File: src/rtl/packed_rec_fifo_if.sv
`default_nettype none
// ============================================================================
// Module  : packed_rec_fifo_if
// Brief   : Write/read handshake bundle for packed_rec_fifo.
// Revision: 1.0  initial release
// ============================================================================
interface packed_rec_fifo_if #(
    parameter int DATA_W = 8,
    parameter int TAG_W  = 4,
    parameter int DEPTH  = 4
);
    logic                       i_valid;
    logic                       o_ready;
    logic [TAG_W+DATA_W-1:0]    i_rec;
    logic                       o_valid;
    logic                       i_ready;
    logic [DATA_W-1:0]          o_a;
    logic [TAG_W-1:0]           o_tag;
    logic [$clog2(DEPTH):0]     o_count;
    logic                       o_ovf;

    // FIFO side
    modport slave (
        input  i_valid, i_rec, i_ready,
        output o_ready, o_valid, o_a, o_tag, o_count, o_ovf
    );

    // Producer/consumer side
    modport master (
        output i_valid, i_rec, i_ready,
        input  o_ready, o_valid, o_a, o_tag, o_count, o_ovf
    );
endinterface
`default_nettype wire

File: src/rtl/packed_rec_fifo.sv
`default_nettype none
// ============================================================================
// Module  : packed_rec_fifo
// Brief   : Synchronous FIFO of {tag, data} records, sticky overflow flag.
// Revision: 1.0  initial release
// ============================================================================
module packed_rec_fifo #(
    parameter int                DATA_W    = 8,
    parameter int                TAG_W     = 4,
    parameter int                DEPTH     = 4,
    parameter logic [DATA_W-1:0] FILL_DATA = '1
) (
    input  wire logic          clk,
    input  wire logic          rst,
    packed_rec_fifo_if.slave   bus
);
    localparam int               PTR_W  = $clog2(DEPTH);
    localparam int               CNT_W  = PTR_W + 1;
    localparam int               REC_W  = TAG_W + DATA_W;
    localparam logic [CNT_W-1:0] C_FULL = CNT_W'(DEPTH);
    localparam logic [CNT_W-1:0] C_ONE  = CNT_W'(1);
    localparam logic [PTR_W-1:0] C_STEP = PTR_W'(1);

    logic [REC_W-1:0] r_mem [DEPTH];
    logic [PTR_W-1:0] r_wr_ptr;
    logic [PTR_W-1:0] r_rd_ptr;
    logic [CNT_W-1:0] r_count;
    logic             r_ovf;

    logic             w_ready;
    logic             w_valid;
    logic             w_wr;
    logic             w_rd;
    logic [REC_W-1:0] w_head;

    assign w_ready = (r_count != C_FULL);
    assign w_valid = (r_count != '0);
    // Acceptance is judged on pre-edge state, so a full FIFO refuses a write
    // even when a read frees a slot on the same edge.
    assign w_wr    = bus.i_valid & w_ready;
    assign w_rd    = bus.i_ready & w_valid;
    assign w_head  = r_mem[r_rd_ptr];

    // Storage is deliberately left out of reset.
    always_ff @(posedge clk) begin
        if (!rst && w_wr) begin
            r_mem[r_wr_ptr] <= bus.i_rec;
        end
    end

    always_ff @(posedge clk) begin
        if (rst) begin
            r_wr_ptr <= '0;
            r_rd_ptr <= '0;
            r_count  <= '0;
            r_ovf    <= 1'b0;
        end else begin
            if (w_wr) begin
                r_wr_ptr <= r_wr_ptr + C_STEP;
            end
            if (w_rd) begin
                r_rd_ptr <= r_rd_ptr + C_STEP;
            end
            case ({w_wr, w_rd})
                2'b10:   r_count <= r_count + C_ONE;
                2'b01:   r_count <= r_count - C_ONE;
                default: r_count <= r_count;
            endcase
            if (bus.i_valid && !w_ready) begin
                r_ovf <= 1'b1;
            end
        end
    end

    assign bus.o_ready = w_ready;
    assign bus.o_valid = w_valid;
    assign bus.o_count = r_count;
    assign bus.o_ovf   = r_ovf;
    assign bus.o_a     = w_valid ? w_head[DATA_W-1:0]     : FILL_DATA;
    assign bus.o_tag   = w_valid ? w_head[REC_W-1:DATA_W] : '0;
endmodule
`default_nettype wire
File: src/flat_wrapper.sv
// flat-port wrapper written by rule: the top's interface ports become plain ports
module packed_rec_fifo_flat 
#(
    parameter int                DATA_W    = 8,
    parameter int                TAG_W     = 4,
    parameter int                DEPTH     = 4,
    parameter logic [DATA_W-1:0] FILL_DATA = '1
)
  (clk, rst, bus_i_valid, bus_i_rec, bus_i_ready, bus_o_ready, bus_o_valid, bus_o_a, bus_o_tag, bus_o_count, bus_o_ovf);
  packed_rec_fifo_if #(.DATA_W(DATA_W), .TAG_W(TAG_W), .DEPTH(DEPTH)) bus_i ();
  input  wire logic clk;
  input  wire logic rst;
  input wire logic [$bits(bus_i.i_valid)-1:0] bus_i_valid;
  input wire logic [$bits(bus_i.i_rec)-1:0] bus_i_rec;
  input wire logic [$bits(bus_i.i_ready)-1:0] bus_i_ready;
  output wire logic [$bits(bus_i.o_ready)-1:0] bus_o_ready;
  output wire logic [$bits(bus_i.o_valid)-1:0] bus_o_valid;
  output wire logic [$bits(bus_i.o_a)-1:0] bus_o_a;
  output wire logic [$bits(bus_i.o_tag)-1:0] bus_o_tag;
  output wire logic [$bits(bus_i.o_count)-1:0] bus_o_count;
  output wire logic [$bits(bus_i.o_ovf)-1:0] bus_o_ovf;
  assign bus_i.i_valid = bus_i_valid;
  assign bus_i.i_rec = bus_i_rec;
  assign bus_i.i_ready = bus_i_ready;
  assign bus_o_ready = bus_i.o_ready;
  assign bus_o_valid = bus_i.o_valid;
  assign bus_o_a = bus_i.o_a;
  assign bus_o_tag = bus_i.o_tag;
  assign bus_o_count = bus_i.o_count;
  assign bus_o_ovf = bus_i.o_ovf;
  packed_rec_fifo #(.DATA_W(DATA_W), .TAG_W(TAG_W), .DEPTH(DEPTH), .FILL_DATA(FILL_DATA)) u_core (.clk(clk), .rst(rst), .bus(bus_i));
endmodule
File: config.mk
export PLATFORM = sky130hd
export DESIGN_NAME = packed_rec_fifo_flat
export DESIGN_NICKNAME = d
export VERILOG_FILES = /design/src/rtl/packed_rec_fifo_if.sv /design/src/rtl/packed_rec_fifo.sv /design/src/flat_wrapper.sv
export SDC_FILE = /design/constraint.sdc
export NUM_CORES = 1
export LEC_CHECK = 0
export ABC_AREA = 1
export CORE_MARGIN = 2
export CORE_UTILIZATION = 30
export CTS_BUF_LIST = sky130_fd_sc_hd__clkbuf_8
export DETAILED_ROUTE_END_ITERATION = 8
export HOLD_SLACK_MARGIN = 0.15
export PLACE_DENSITY = 0.59
export SYNTH_ARGS = -nofsm -noshare
export SYNTH_HDL_FRONTEND = slang
export SYNTH_SLANG_ARGS = --single-unit
File: constraint.sdc
create_clock -name clk -period 2.4 [get_ports clk]
set_input_delay 0.48 -clock clk [delete_from_list [all_inputs] [get_ports clk]]
set_output_delay 0.48 -clock clk [all_outputs]
set_load 0.01 [all_outputs]
Yosys cells after proc, flatten, opt, wreduce, memory -nomap -nowiden

Memory sizes are Yosys's and may differ from the RTL's. A register that Yosys moved wholly into a read port is not among the register bits.
Index checks and enable logic that the tools add are counted.
W data, S select, Z words.

Logic and storage cells: 27
RAM bits: 48
Bits of input ports: 16
Flip-flop bits (word level): 8
Memories kept: 1

Memories:

| memory       | depth | width | rd ports | clocked after Yosys merged registers in | write ports | RTL line              | source |
|---|---|---|---|---|---|---|---|
| u_core.r_mem | 4     | 12    | 1        | 1                                       | 1           | packed_rec_fifo.sv:24 | `logic [REC_W-1:0] r_mem [DEPTH];` |

Reduce and logical (&&, ||, !) cells: 6
Multiplexer cells: 7
Equality and inequality tests: 3
Bitwise operators: 2
$add $sub $neg: 4

Operators with widths:

| cell                  | count |
|---|---|
| $mux W8               | 1 |
| $pmux W3 S2           | 1 |
| $add A2 B1 Y2 const B | 2 |
| $mux W2               | 2 |
| $mux W4               | 1 |
| $add A3 B1 Y3 const B | 1 |
| $ne A3 B3 Y1 const B  | 1 |
| $reduce_bool A3 Y1    | 1 |
| $sub A3 B1 Y3 const B | 1 |
| $and A1 B1 Y1         | 2 |
| $eq A2 B1 Y1 const B  | 1 |
| $eq A2 B2 Y1 const B  | 1 |
| $logic_and A1 B1 Y1   | 2 |
| $logic_not A1 Y1      | 2 |
| $mux W1               | 2 |
| $reduce_bool A2 Y1    | 1 |

Longest topological paths before layout

Word-level depth: 5
Gate-level depth with buffers: 13
Depth with buffers taken out: 13

Least setup slack after synthesis

No wires, ideal clock.

Path type: input to register
Start point: in bus_i_valid
End point: mem u_core.r_mem[0][0] (netlist name), enable pin
Stages: 4
Data arrival time: 1.326 ns
Data required time: 2.020 ns
Setup slack: 0.693 ns
Cells stage by stage: inv_1 -> a21oi_2 -> nand2_1 -> nor2_1

Longest elaborated chain between the ends: 4

RTL lines:

| item                          | RTL line              | source |
|---|---|---|
| start, declared               | flat_wrapper.sv:13    | `input wire logic [$bits(bus_i.i_valid)-1:0] bus_i_valid;` |
| $and A1 B1 Y1                 | packed_rec_fifo.sv:40 | `assign w_wr = bus.i_valid & w_ready;` |
| $logic_and A1 B1 Y1           | packed_rec_fifo.sv:46 | `if (!rst && w_wr) begin` |
| $mux W1                       | packed_rec_fifo.sv:46 |  |
| $mux W1 (implied by the code) | packed_rec_fifo.sv:47 | `r_mem[r_wr_ptr] <= bus.i_rec;` |
| end, declared                 | packed_rec_fifo.sv:24 |  |

No other way between the ends.

Worst setup path in the final report

Start point: reg u_core.r_count[0], in the netlist u_core.bus.o_count[0]
End point: out bus_o_a[5]

Longest elaborated chain between the ends: 2

RTL lines:

| item                   | RTL line              | source |
|---|---|---|
| start, declared        | packed_rec_fifo.sv:27 | `logic [CNT_W-1:0] r_count;` |
| start signal, assigned | packed_rec_fifo.sv:65 | `2'b10: r_count <= r_count + C_ONE;` |
| start signal, assigned | packed_rec_fifo.sv:66 | `2'b01: r_count <= r_count - C_ONE;` |
| start signal, assigned | packed_rec_fifo.sv:67 | `default: r_count <= r_count;` |
| $reduce_bool A3 Y1     | packed_rec_fifo.sv:37 | `assign w_valid = (r_count != '0);` |
| $mux W8                | packed_rec_fifo.sv:79 | `assign bus.o_a = w_valid ? w_head[DATA_W-1:0] : FILL_DATA;` |
| end, declared          | flat_wrapper.sv:18    | `output wire logic [$bits(bus_i.o_a)-1:0] bus_o_a;` |

No other way between the ends.

==> results.yml <==
synthesis:
  synth_area_leader_cell: "edfxtp_1"
  syn_area_um2: 2460
  synth_seq_cells: 58
  postSynthCellCount: 219
  synth_area_leaders: "edfxtp_1 59%, dfxtp_1 8.1%, nand2_1 7.0%"
  syn_nets: 241
  synth_cell_types: 23
  ys_seq_area_share_pct: 66.7
  yosysTopAreaCellShare_pct: 58.6
  avgSynthCellArea_um2: 11.2
  synth_warnings: 0
placement:
  place_hpwl_um: 3010
  place_inst: 357
  io_buffers: 33
  place_area_um2: 2900
  gp_congestion: 0.709
sta:
  skew_ns: 0.00467
  worst_slew_pin_slew_ns: 0.243
  final_hold_viol_count: 0
  rsz0062_at_grt: "false"
  fin_tns_setup_ns: 0
  final_max_slew_viol_count: 0
  min_period_over_period_pct: 95.5
  finalSetupViolations: 0
  fin_crit_ns: 2.29
  fmax_ghz: 0.436
  relSlewSlack_pct: 83.8
setup_path:
  critPathKind: "reg -> out"
  critPathRequiredTime_ns: 1.92
  critPathLaunchType: "register"
  endpoint_kind: "output pin"
  worst_ep_arrival_time_ns: 1.81
  path_max_fanout: 10
clock_network:
  cts.sink_count: 58
  cts_setup_buffers: 0
  h-tree-depth: 3
  clk_path_buf_depth: 2
  clk_latency_ns: 0.33
  clk_pin_slew_worst_paths_ns: 0.06
  cts_made_buffers: 9
  cts_tree: "done"
  ctsRootBufferMaster: "clkbuf_8"
layout:
  fillers: 824
  regArea_um2: 1650
  layout_commonest_cell: "edfxtp_1"
  most-common-layout-cells: "48 x edfxtp_1, 46 x nand2_1, 31 x clkdlybuf4s50_1"
  fin_cells: 372
  multi_input_area_um2: 659
  layout-drive-gt1-share_pct: 15.0
  finalNetCount: 285
  antenna_cells: 0
  synthToLayoutAreaGrowth_pct: 25.0
  stdcell_area_um2: 3080
flow_run:
  drv_cap: 0
floorplan:
  start_util_pct: 30.4
  rows: 33
  die_h_um: 94.6
  ios: 34
  fp.dieArea_um2: 8940
  die_w_um: 94.6
  coreArea_um2: 8090
pwr:
  p_total_uw: 3110
  power_density_nw_per_um2: 1010
  peakVddDrop_v: 0.000612
  p_leak_uw: 0.00116
route:
  wirelength_um: 4630
  vias: 1625
  drt_iter0_drc: 73
  via_per_inst: 4.37
  drt-pass1-iter-count: 4
  wl_per_cell_um: 12.4
  drc: 0
  antenna_left: 0
global_routing:
  grtUsageTotal_pct: 11.9
  antenna_found_initial: 0
  grt_start_max_net_pins: 25
  grt_pass1_vias: 1652
  grt_remaining_overflow: 0
  grt_first_pass_wirelength_um: 7740
outcome:
  status: "completed"
min_path:
  worstHoldPathType: "reg -> reg"
[cells in the mapped netlist, drive strengths merged]
| cell | count |
|---|---|
| nand3 | 4 |
| nor2 | 31 |
| nand3b | 1 |
| o21a | 1 |
| edfxtp | 48 |
| buf | 8 |
| ha | 5 |
| fa | 1 |
| inv | 21 |
| o21ai | 18 |
| nand2 | 47 |
| a21oi | 24 |
| dfxtp | 10 |
[critical path: stages (launching register included)]
cell,delay (ns)
dfxtp_1,0.34
nor2_4,0.16
nand2_4,0.12
buf_4,0.18
o21ai_1,0.11
clkdlybuf4s50_1,0.56
[kinds of logic after synthesis]
logic type	after synthesis	share of synthesized area, %
flops	58	66.7
buf+inv	29	6.66
compound gates	43	9.00
simple gates	83	14.2
fa+ha+maj	6	3.36
[metrics by stage]
stage	hold slack, ns	util [%]	worst slack (ns)
2_1_floorplan	0.459	-	0.693
3_3_place_gp	0.454	35.8	0.252
3_5_place_dp	0.452	35.8	0.172
4_1_cts	0.475	37.8	0.00484
5_1_grt	0.488	38.0	0.00569
6_report	0.469	38.0	0.108
[registers in the layout (all words and copies together) (netlist names), named ones only]
name and cells:
u_core.r_wr_ptr 2, u_core.r_rd_ptr 2, u_core.bus.o_count 3, u_core.bus.o_ovf 1
u_core.r_mem 48
[per-layer routing]
layer | up-vias | global-route usage [%] | part of all wire [%]
li1 | 819 | - | -
met1 | 750 | 13.9 | 45
met2 | 49 | 19.0 | 48
met3 | 7 | 5.19 | 5.4
met4 | 0 | 5.31 | 1.4
met5 | - | 0 | 0
[final timing paths]
check                                                        start  cells past startpoint  slack, ns                            endpoint
worst max-delay path            u_core.bus.o_count[0]$_SDFFE_PP0P_                      5       0.11                          bus_o_a[5]
worst min-delay path                 u_core.bus.o_ovf$_SDFFE_PP0P_                      1       0.47       u_core.bus.o_ovf$_SDFFE_PP0P_
worst max register to register  u_core.bus.o_count[0]$_SDFFE_PP0P_                     13       0.59  u_core.bus.o_count[2]$_SDFFE_PP0P_
worst min register to register       u_core.bus.o_ovf$_SDFFE_PP0P_                      1       0.47       u_core.bus.o_ovf$_SDFFE_PP0P_
[report_power, final]
part           total, uW  switching [uW]  internal [uW]
registers           1250            64.7           1180
logic               1140             608            528
clock network        722             363            359
[cell type report]
type,count,area share [%]
Timing Repair Buffer,41,13.0
Clock inverter,6,1.14
Multi-Input combinational cell,132,21.4
Inverter,21,2.64
Tap cell,105,4.27
Sequential cell,58,53.5
Clock buffer,9,4.03
[repair_timing]
action,CTS,global route
resized for setup,1,8
hold buffers,0,0
pin swaps,0,0
setup endpoints to repair,1,12
endpoints found under the hold margin,0,0
(Power assumes the default switching activity.)
